--- config.mk ---
export PLATFORM = sky130hd
export DESIGN_NAME = wallace_ppa_pipe
export DESIGN_NICKNAME = d
export VERILOG_FILES = /design/src/rtl/conv1d_pkg.sv /design/src/rtl/wallace_ppa_pipe_csa_row.sv /design/src/rtl/wallace_ppa_pipe.sv
export SDC_FILE = /design/constraint.sdc
export NUM_CORES = 1
export LEC_CHECK = 0
export CAP_MARGIN = 0
export CORE_MARGIN = 2
export CORE_UTILIZATION = 51
export DETAILED_ROUTE_END_ITERATION = 8
export GPL_TIMING_DRIVEN = 1
export PLACE_DENSITY = 0.94
export SLEW_MARGIN = 30
export SYNTH_ARGS = -nofsm -noshare
export SYNTH_HDL_FRONTEND = slang
export SYNTH_SLANG_ARGS = --single-unit
--- constraint.sdc ---
create_clock -name clk -period 7.95 [get_ports clk]
set_input_delay 1.9875 -clock clk [delete_from_list [all_inputs] [get_ports clk]]
set_output_delay 1.9875 -clock clk [all_outputs]
set_load 0.02 [all_outputs]
--- src/rtl/conv1d_pkg.sv ---
// Shared constants and elaboration-time helpers for the conv1d MAC datapath.
// csa_levels/csa_rows_at describe the shape of a 3:2 Wallace reduction so that
// generate loops can size each level without hand-written tables.
package conv1d_pkg;

  localparam int WIDTH_DATA = 16;

  // Row count entering level lvl when starting from n rows.
  function automatic int csa_rows_at(input int n, input int lvl);
    int rows;
    rows = n;
    for (int i = 0; i < lvl; i++) begin
      rows = 2 * (rows / 3) + (rows % 3);
    end
    return rows;
  endfunction

  // Number of 3:2 levels needed to bring n rows down to two.
  function automatic int csa_levels(input int n);
    int rows;
    int lvls;
    rows = n;
    lvls = 0;
    while (rows > 2) begin
      rows = 2 * (rows / 3) + (rows % 3);
      lvls++;
    end
    return lvls;
  endfunction

endpackage

--- src/rtl/wallace_ppa_pipe_csa_row.sv ---
// One W-bit row of 3:2 carry-save cells. The carry comes out already moved to
// its true weight (shifted left by one); the MSB carry falls off because all
// arithmetic downstream is mod 2^W.
module csa_row #(
  parameter int W = 32
) (
  input  logic [W-1:0] a,
  input  logic [W-1:0] b,
  input  logic [W-1:0] c,
  output logic [W-1:0] sum,
  output logic [W-1:0] carry_shifted
);

  assign sum = a ^ b ^ c;

  assign carry_shifted = {(a[W-2:0] & b[W-2:0]) |
                          (a[W-2:0] & c[W-2:0]) |
                          (b[W-2:0] & c[W-2:0]), 1'b0};

endmodule

--- src/rtl/wallace_ppa_pipe.sv ---
// Pipelined Wallace-tree compressor: N_PP partial products -> sum/carry pair
// (carry weight-aligned), optional registered CPA. A single advance signal
// moves every stage at once, so the whole pipe stalls together.
module wallace_ppa_pipe
  import conv1d_pkg::*;
#(
  parameter int W         = WIDTH_DATA * 2,
  parameter int N_PP      = 8,
  parameter int REG_EVERY = 2,
  parameter int FINAL_ADD = 0
) (
  input  logic              clk,
  input  logic              rst,
  input  logic              in_valid,
  output logic              in_ready,
  input  logic [W*N_PP-1:0] pp,
  output logic              out_valid,
  input  logic              out_ready,
  output logic [W-1:0]      sum,
  output logic [W-1:0]      carry,
  output logic [W-1:0]      result
);

  localparam int L     = csa_levels(N_PP);
  localparam int S     = (L + REG_EVERY - 1) / REG_EVERY;
  localparam int S_TOT = S + FINAL_ADD;

  logic             adv;
  logic [S_TOT-1:0] vld_p;
  logic [2*W-1:0]   tree_out;

  assign out_valid = vld_p[S_TOT-1];
  assign adv       = !out_valid || out_ready;
  // Reset wins over a stalled output, so the block is always ready during reset.
  assign in_ready  = adv || rst;

  if (S_TOT == 1) begin : g_vld1
    // Single-stage pipe: valid simply follows the accepted input.
    always_ff @(posedge clk) begin
      if (rst)      vld_p <= '0;
      else if (adv) vld_p <= in_valid;
    end
  end else begin : g_vldn
    // Valid shift chain; bubbles move with the data and are never squeezed out.
    always_ff @(posedge clk) begin
      if (rst)      vld_p <= '0;
      else if (adv) vld_p <= {vld_p[S_TOT-2:0], in_valid};
    end
  end

  for (genvar lv = 0; lv < L; lv++) begin : g_lvl
    localparam int NI  = csa_rows_at(N_PP, lv);
    localparam int NO  = csa_rows_at(N_PP, lv + 1);
    localparam int NT  = NI / 3;
    localparam int NR  = NI % 3;
    localparam bit REG = ((lv + 1) % REG_EVERY == 0) || (lv == L - 1);
    localparam bit CLR = (lv == L - 1) && (FINAL_ADD == 0);

    logic [NI*W-1:0] din;
    logic [NO*W-1:0] nxt;
    logic [NO*W-1:0] dout;

    if (lv == 0) begin : g_src
      assign din = pp;
    end else begin : g_src
      assign din = g_lvl[lv-1].dout;
    end

    // Each triple becomes (sum, carry) in place; leftover rows follow unchanged.
    for (genvar t = 0; t < NT; t++) begin : g_csa
      csa_row #(.W(W)) u_csa (
        .a             (din[(3*t)*W +: W]),
        .b             (din[(3*t+1)*W +: W]),
        .c             (din[(3*t+2)*W +: W]),
        .sum           (nxt[(2*t)*W +: W]),
        .carry_shifted (nxt[(2*t+1)*W +: W])
      );
    end

    if (NR > 0) begin : g_pass
      assign nxt[(2*NT)*W +: NR*W] = din[(3*NT)*W +: NR*W];
    end

    if (REG) begin : g_reg
      logic [NO*W-1:0] rows_p;
      // ---- stage boundary: rows hold while stalled; only the output stage clears on reset
      always_ff @(posedge clk) begin
        if (CLR && rst) rows_p <= '0;
        else if (adv)   rows_p <= nxt;
      end
      assign dout = rows_p;
    end else begin : g_comb
      assign dout = nxt;
    end
  end

  assign tree_out = g_lvl[L-1].dout;

  if (FINAL_ADD != 0) begin : g_fa
    logic [W-1:0] sum_pf;
    logic [W-1:0] carry_pf;
    logic [W-1:0] result_pf;
    // ---- CPA stage: sum/carry are re-registered so they stay aligned with result
    always_ff @(posedge clk) begin
      if (rst) begin
        sum_pf    <= '0;
        carry_pf  <= '0;
        result_pf <= '0;
      end else if (adv) begin
        sum_pf    <= tree_out[W-1:0];
        carry_pf  <= tree_out[2*W-1:W];
        result_pf <= tree_out[W-1:0] + tree_out[2*W-1:W];
      end
    end
    assign sum    = sum_pf;
    assign carry  = carry_pf;
    assign result = result_pf;
  end else begin : g_nofa
    assign sum    = tree_out[W-1:0];
    assign carry  = tree_out[2*W-1:W];
    assign result = '0;
  end

endmodule

# --- Word-level counts from Yosys, hierarchy flattened ---
# Cells that the tools add are included.
# W data, S select, Z words.
totals:
  reg_bits: 191
  latch_bits: 0
  mem_bits_rw: 0
  romBits: 0
  input_bits: 260
  output_inout_bits: 98
  word_cells: 48
  mem_count: 0
classes:
  n_addsub: 0
  mul: 0
  div_mod_pow: 0
  magnitude_cmp: 0
  eq_ne: 0
  n_shift: 0
  muxes: 0
  n_bitwise: 42
  n_reduce_logical: 3
op_table:
  columns: ["operator", "count"]
  rows:
  - ["$and A31 B31 Y31", 18]
  - ["$xor A32 B32 Y32", 12]
  - ["$or A31 B31 Y31", 12]
  - ["$logic_or A1 B1 Y1", 2]
  - ["$logic_not A1 Y1", 1]

# --- Logic depth before layout (Yosys ltp) ---
depth:
  word_depth: 6
  depth_mapped: 6
  mapped_depth_nobuf: 6

# --- By module ---
# A second synthesis with hierarchy kept.
hier_totals:
  cells_unflattened: 666
  area_unflattened_um2: 11175.7
by_module_without_submodules:
  columns: ["module", "n_inst", "cells_per_inst", "area_each_um2", "seq_area_each_um2"]
  rows:
  - ["wallace_ppa_pipe", 1, 462, 7241.9, 5165.0]
  - ["csa_row", 6, 34, 655.6, 0.0]

# --- Worst setup path after synthesis ---
# OpenSTA, ideal clock, no wires.
synth_timing:
  kind: "input port to output port"
  from: "in out_ready"
  to: "out in_ready"
  t_arrival_ns: 2.406
  required_time_ns: 5.963
  setup_slack_ns: 3.556
  stages: 3
  cell_sequence: "nor2b_2 -> buf_4 -> nand2b_1"
synth_between:
  elab_chain_cells: 2
synth_lines:
  columns: ["item", "line_no", "rtl"]
  rows:
  - ["from (decl)", "wallace_ppa_pipe.sv:18", "input logic out_ready,"]
  - ["$logic_or A1 B1 Y1", "wallace_ppa_pipe.sv:33", "assign adv = !out_valid || out_ready;"]
  - ["$logic_or A1 B1 Y1", "wallace_ppa_pipe.sv:35", "assign in_ready = adv || rst;"]
  - ["to (decl)", "wallace_ppa_pipe.sv:15", "output logic in_ready,"]
# Every way passes these cells.

# --- Worst setup path in the final report ---
layout_timing:
  from: "in rst"
  to: "out in_ready"
layout_between:
  elab_chain_cells: 1
layout_lines:
  columns: ["item", "line_no", "rtl"]
  rows:
  - ["from (decl)", "wallace_ppa_pipe.sv:13", "input logic rst,"]
  - ["$logic_or A1 B1 Y1", "wallace_ppa_pipe.sv:35", null]
# Every way passes these cells.

==> impl_metrics.toml <==
[setup_path]
required_ps = 5960
cp_data_arrival_time_ps = 3520
cp_slowest_cell = "clkdlybuf4s50_1"
critPathLaunchType = "input pin"
reg2reg_to = "g_lvl[3].dout[44]"
worst-path-max-fanout = 67
crit_family = "buffers and inverters"
setup.worst_path.end_class = "output pin"
worstSetupPathType = "input pin to output pin"
r2r-start = "vld_p[1]"
r2r_slack_ps = 5380
crit_buf_inv = 3
r2r_cells = 6
cpPeakStageDelay_ps = 660
crit_path_cell_trace = "buf_2 > buf_4 > nand2b_1 > clkdlybuf4s50_1"

[timing]
fin_tns_setup_ps = 0
setup_viol = 0
hold_violations = 0
tightest_slew_ps = 753.6
period_share_pct = 69.33
clock.fmax_mhz = 181.4
maxSlewHeadroom_pct = 49.76
fin_skew_ps = 14.86
rsz0062_at_grt = "false"
period_needed_ps = 5512
final-max-slew-violation-count = 0
setup_slack_ps = 2438

[cts]
cts_resized = 0
cts-root-buf = "clkbuf_16"
clock_sinks = 190
hold_buffers = 0
clockBufferDepth = 2
post_cts_buffers = 0
cts_tree = "yes"
h-tree-depth = 4
cts_buffers = 17
clk_latency_ps = 410
clk_pin_slew_ps = 70

[floorplanning]
start_util_pct = 51.72
die-area_um2 = 23200
row_count = 54
core_area_um2 = 21690
die_w_um = 152.3
fp.dieH_um = 152.3
top_level_ports = 358

[final_layout]
area_growth_syn_to_layout_pct = 35.81
drive_gt1_share_pct = 2.891
fillers = 1432
fin_area_um2 = 15230
fin_nets = 1713

[yosys]
synth_top_area_share_pct = 33.73
avgSynthCellArea_um2 = 11.88
yosys-top-cells-count = "inv_1 (310), fa_1 (182), edfxtp_1 (126)"
ys.flop_type = "edfxtp_1"
yosys.cell_types.count = 24
synthCells = 944
yosys.area.top_type = "edfxtp_1"
ys.warnings.count = 0
async_flop_share_pct = 0
ys_top_cells_by_area = "edfxtp_1 (34%), fa_1 (32%), dfxtp_1 (11%)"
yosysMostFrequentCell = "inv_1"
ys_ff_latch = 190
yosysSeqAreaShare_pct = 45.15
synth_edf_count = 126
syn_area_um2 = 11220

[detailed_routing]
dr_total_vias = 7171
drt_iter0_markers = 316
wire_per_inst_um = 15.79
ant_nets = 0
drc = 0
wirelength_mm = 24.66
dr.pass1.iters = 4
via_per_inst = 4.594

[grt]
grt_pass1_wl_mm = 39.85
grt.total_usage_pct = 22.13
grt_overflow = 0
antenna_found_initial = 1
first_global_vias = 8260
grt_max_degree = 86

[min_path]
hold_path_depth = 2
min_from = "g_lvl[3].dout[16]"
hold_path_class = "flop to flop"
hold_end = "g_lvl[3].dout[16]"

[placement]
gp_congestion = 0.8346
dp_slack_ps = 2404
dpl_cell_area_um2 = 14590
port_buffers = 323
dp_hpwl_mm = 20.49

[power_and_ir_drop]
ir_worst_vdd_v = 0.0001366
power_density_nw_per_um2 = 252.3
leakagePower_nw = 6.939

[run_status]
status = "complete, no violations"

[job]
drv_cap = 0
routing by layer:
metal	track usage, %	wire length (µm)	vias to the layer above
met2	40.80	13390	270
met5	0	0	-
met3	5.802	1586	62
met4	10.41	1111	0
li1	-	-	3294
met1	23.59	8564	3545
cell usage in the layout, fill, tap and decap left out, types with 2 or more instances in the layout:
cell type / Yosys / layout
buf_4: 40 / 4
conb_1: 1 / 34
a21oi_1: 60 / 60
clkbuf_16: 0 / 17
a211oi_1: 2 / 2
inv_6: 0 / 4
fa_1: 182 / 182
nor2_1: 4 / 4
dfxtp_1: 64 / 64
nand2_1: 120 / 120
edfxtp_1: 126 / 126
xnor2_1: 8 / 8
clkinvlp_4: 0 / 2
inv_1: 310 / 310
ha_1: 3 / 3
bufinv_16: 0 / 5
clkdlybuf4s50_1: 0 / 322
cell families (layout without fill, tap and decap cells):
logic type | after synthesis | after routing | share of synthesized area [%]
XOR/XNOR | 10 | 10 | 0.9035
AO/OA/AOI/OAI | 63 | 63 | 2.889
AND/OR/NAND/NOR | 129 | 129 | 4.529
adder cells (fa/ha/maj) | 185 | 185 | 32.82
other | 1 | 35 | 0.03343
buffers and inverters | 366 | 669 | 13.68
flip-flops | 190 | 190 | 45.15
stage by stage:
stage	hold slack (ps)	power, mW	cells	utilization, %
3_5_place_dp	443.3	2.951	1529	67.28
6_report	452.6	3.843	1561	70.24
4_1_cts	452.7	3.883	1560	70.23
5_1_grt	469.2	4.101	1561	70.24
3_3_place_gp	436.9	2.842	1529	67.28
2_1_floorplan	432.2	2.284	977	-
power by group:
group          total [mW]  switching, mW  internal (mW)
Clock               0.920          0.361          0.559
Sequential           1.51          0.150           1.36
Combinational        1.42          0.721          0.695
layout make-up:
| type | instances | area (µm²) | area share (%) |
|---|---|---|---|
| clock inverter | 13 | 209.0 | 1.372 |
| inverter | 311 | 1172 | 7.696 |
| clock buffer | 18 | 429.2 | 2.817 |
| tap | 280 | 350.3 | 2.300 |
| multi-input combinational | 421 | 4747 | 31.16 |
| timing repair buffer | 327 | 3258 | 21.39 |
| antenna | 1 | 2.502 | 0.01643 |
| sequential | 190 | 5065 | 33.25 |
state kept, by name (all words and copies together), names as in the netlist:
| name | cells |
|---|---|
| g_lvl.dout | 188 |
| vld_p | 2 |
worst max-delay path by stage:
stage                    end  cells past startpoint       from
detailed placement  in_ready                      4        rst
floorplan           in_ready                      3  out_ready
CTS                 in_ready                      4        rst
global placement    in_ready                      4        rst
finish              in_ready                      4        rst
global route        in_ready                      4        rst
tightest hold or removal path, cell delays in order (launching register included):
cell and delay [ps]:
dfxtp_1 310, nand2_1 50, a21oi_1 50
No activity file was read; power rests on OpenSTA's default activity.
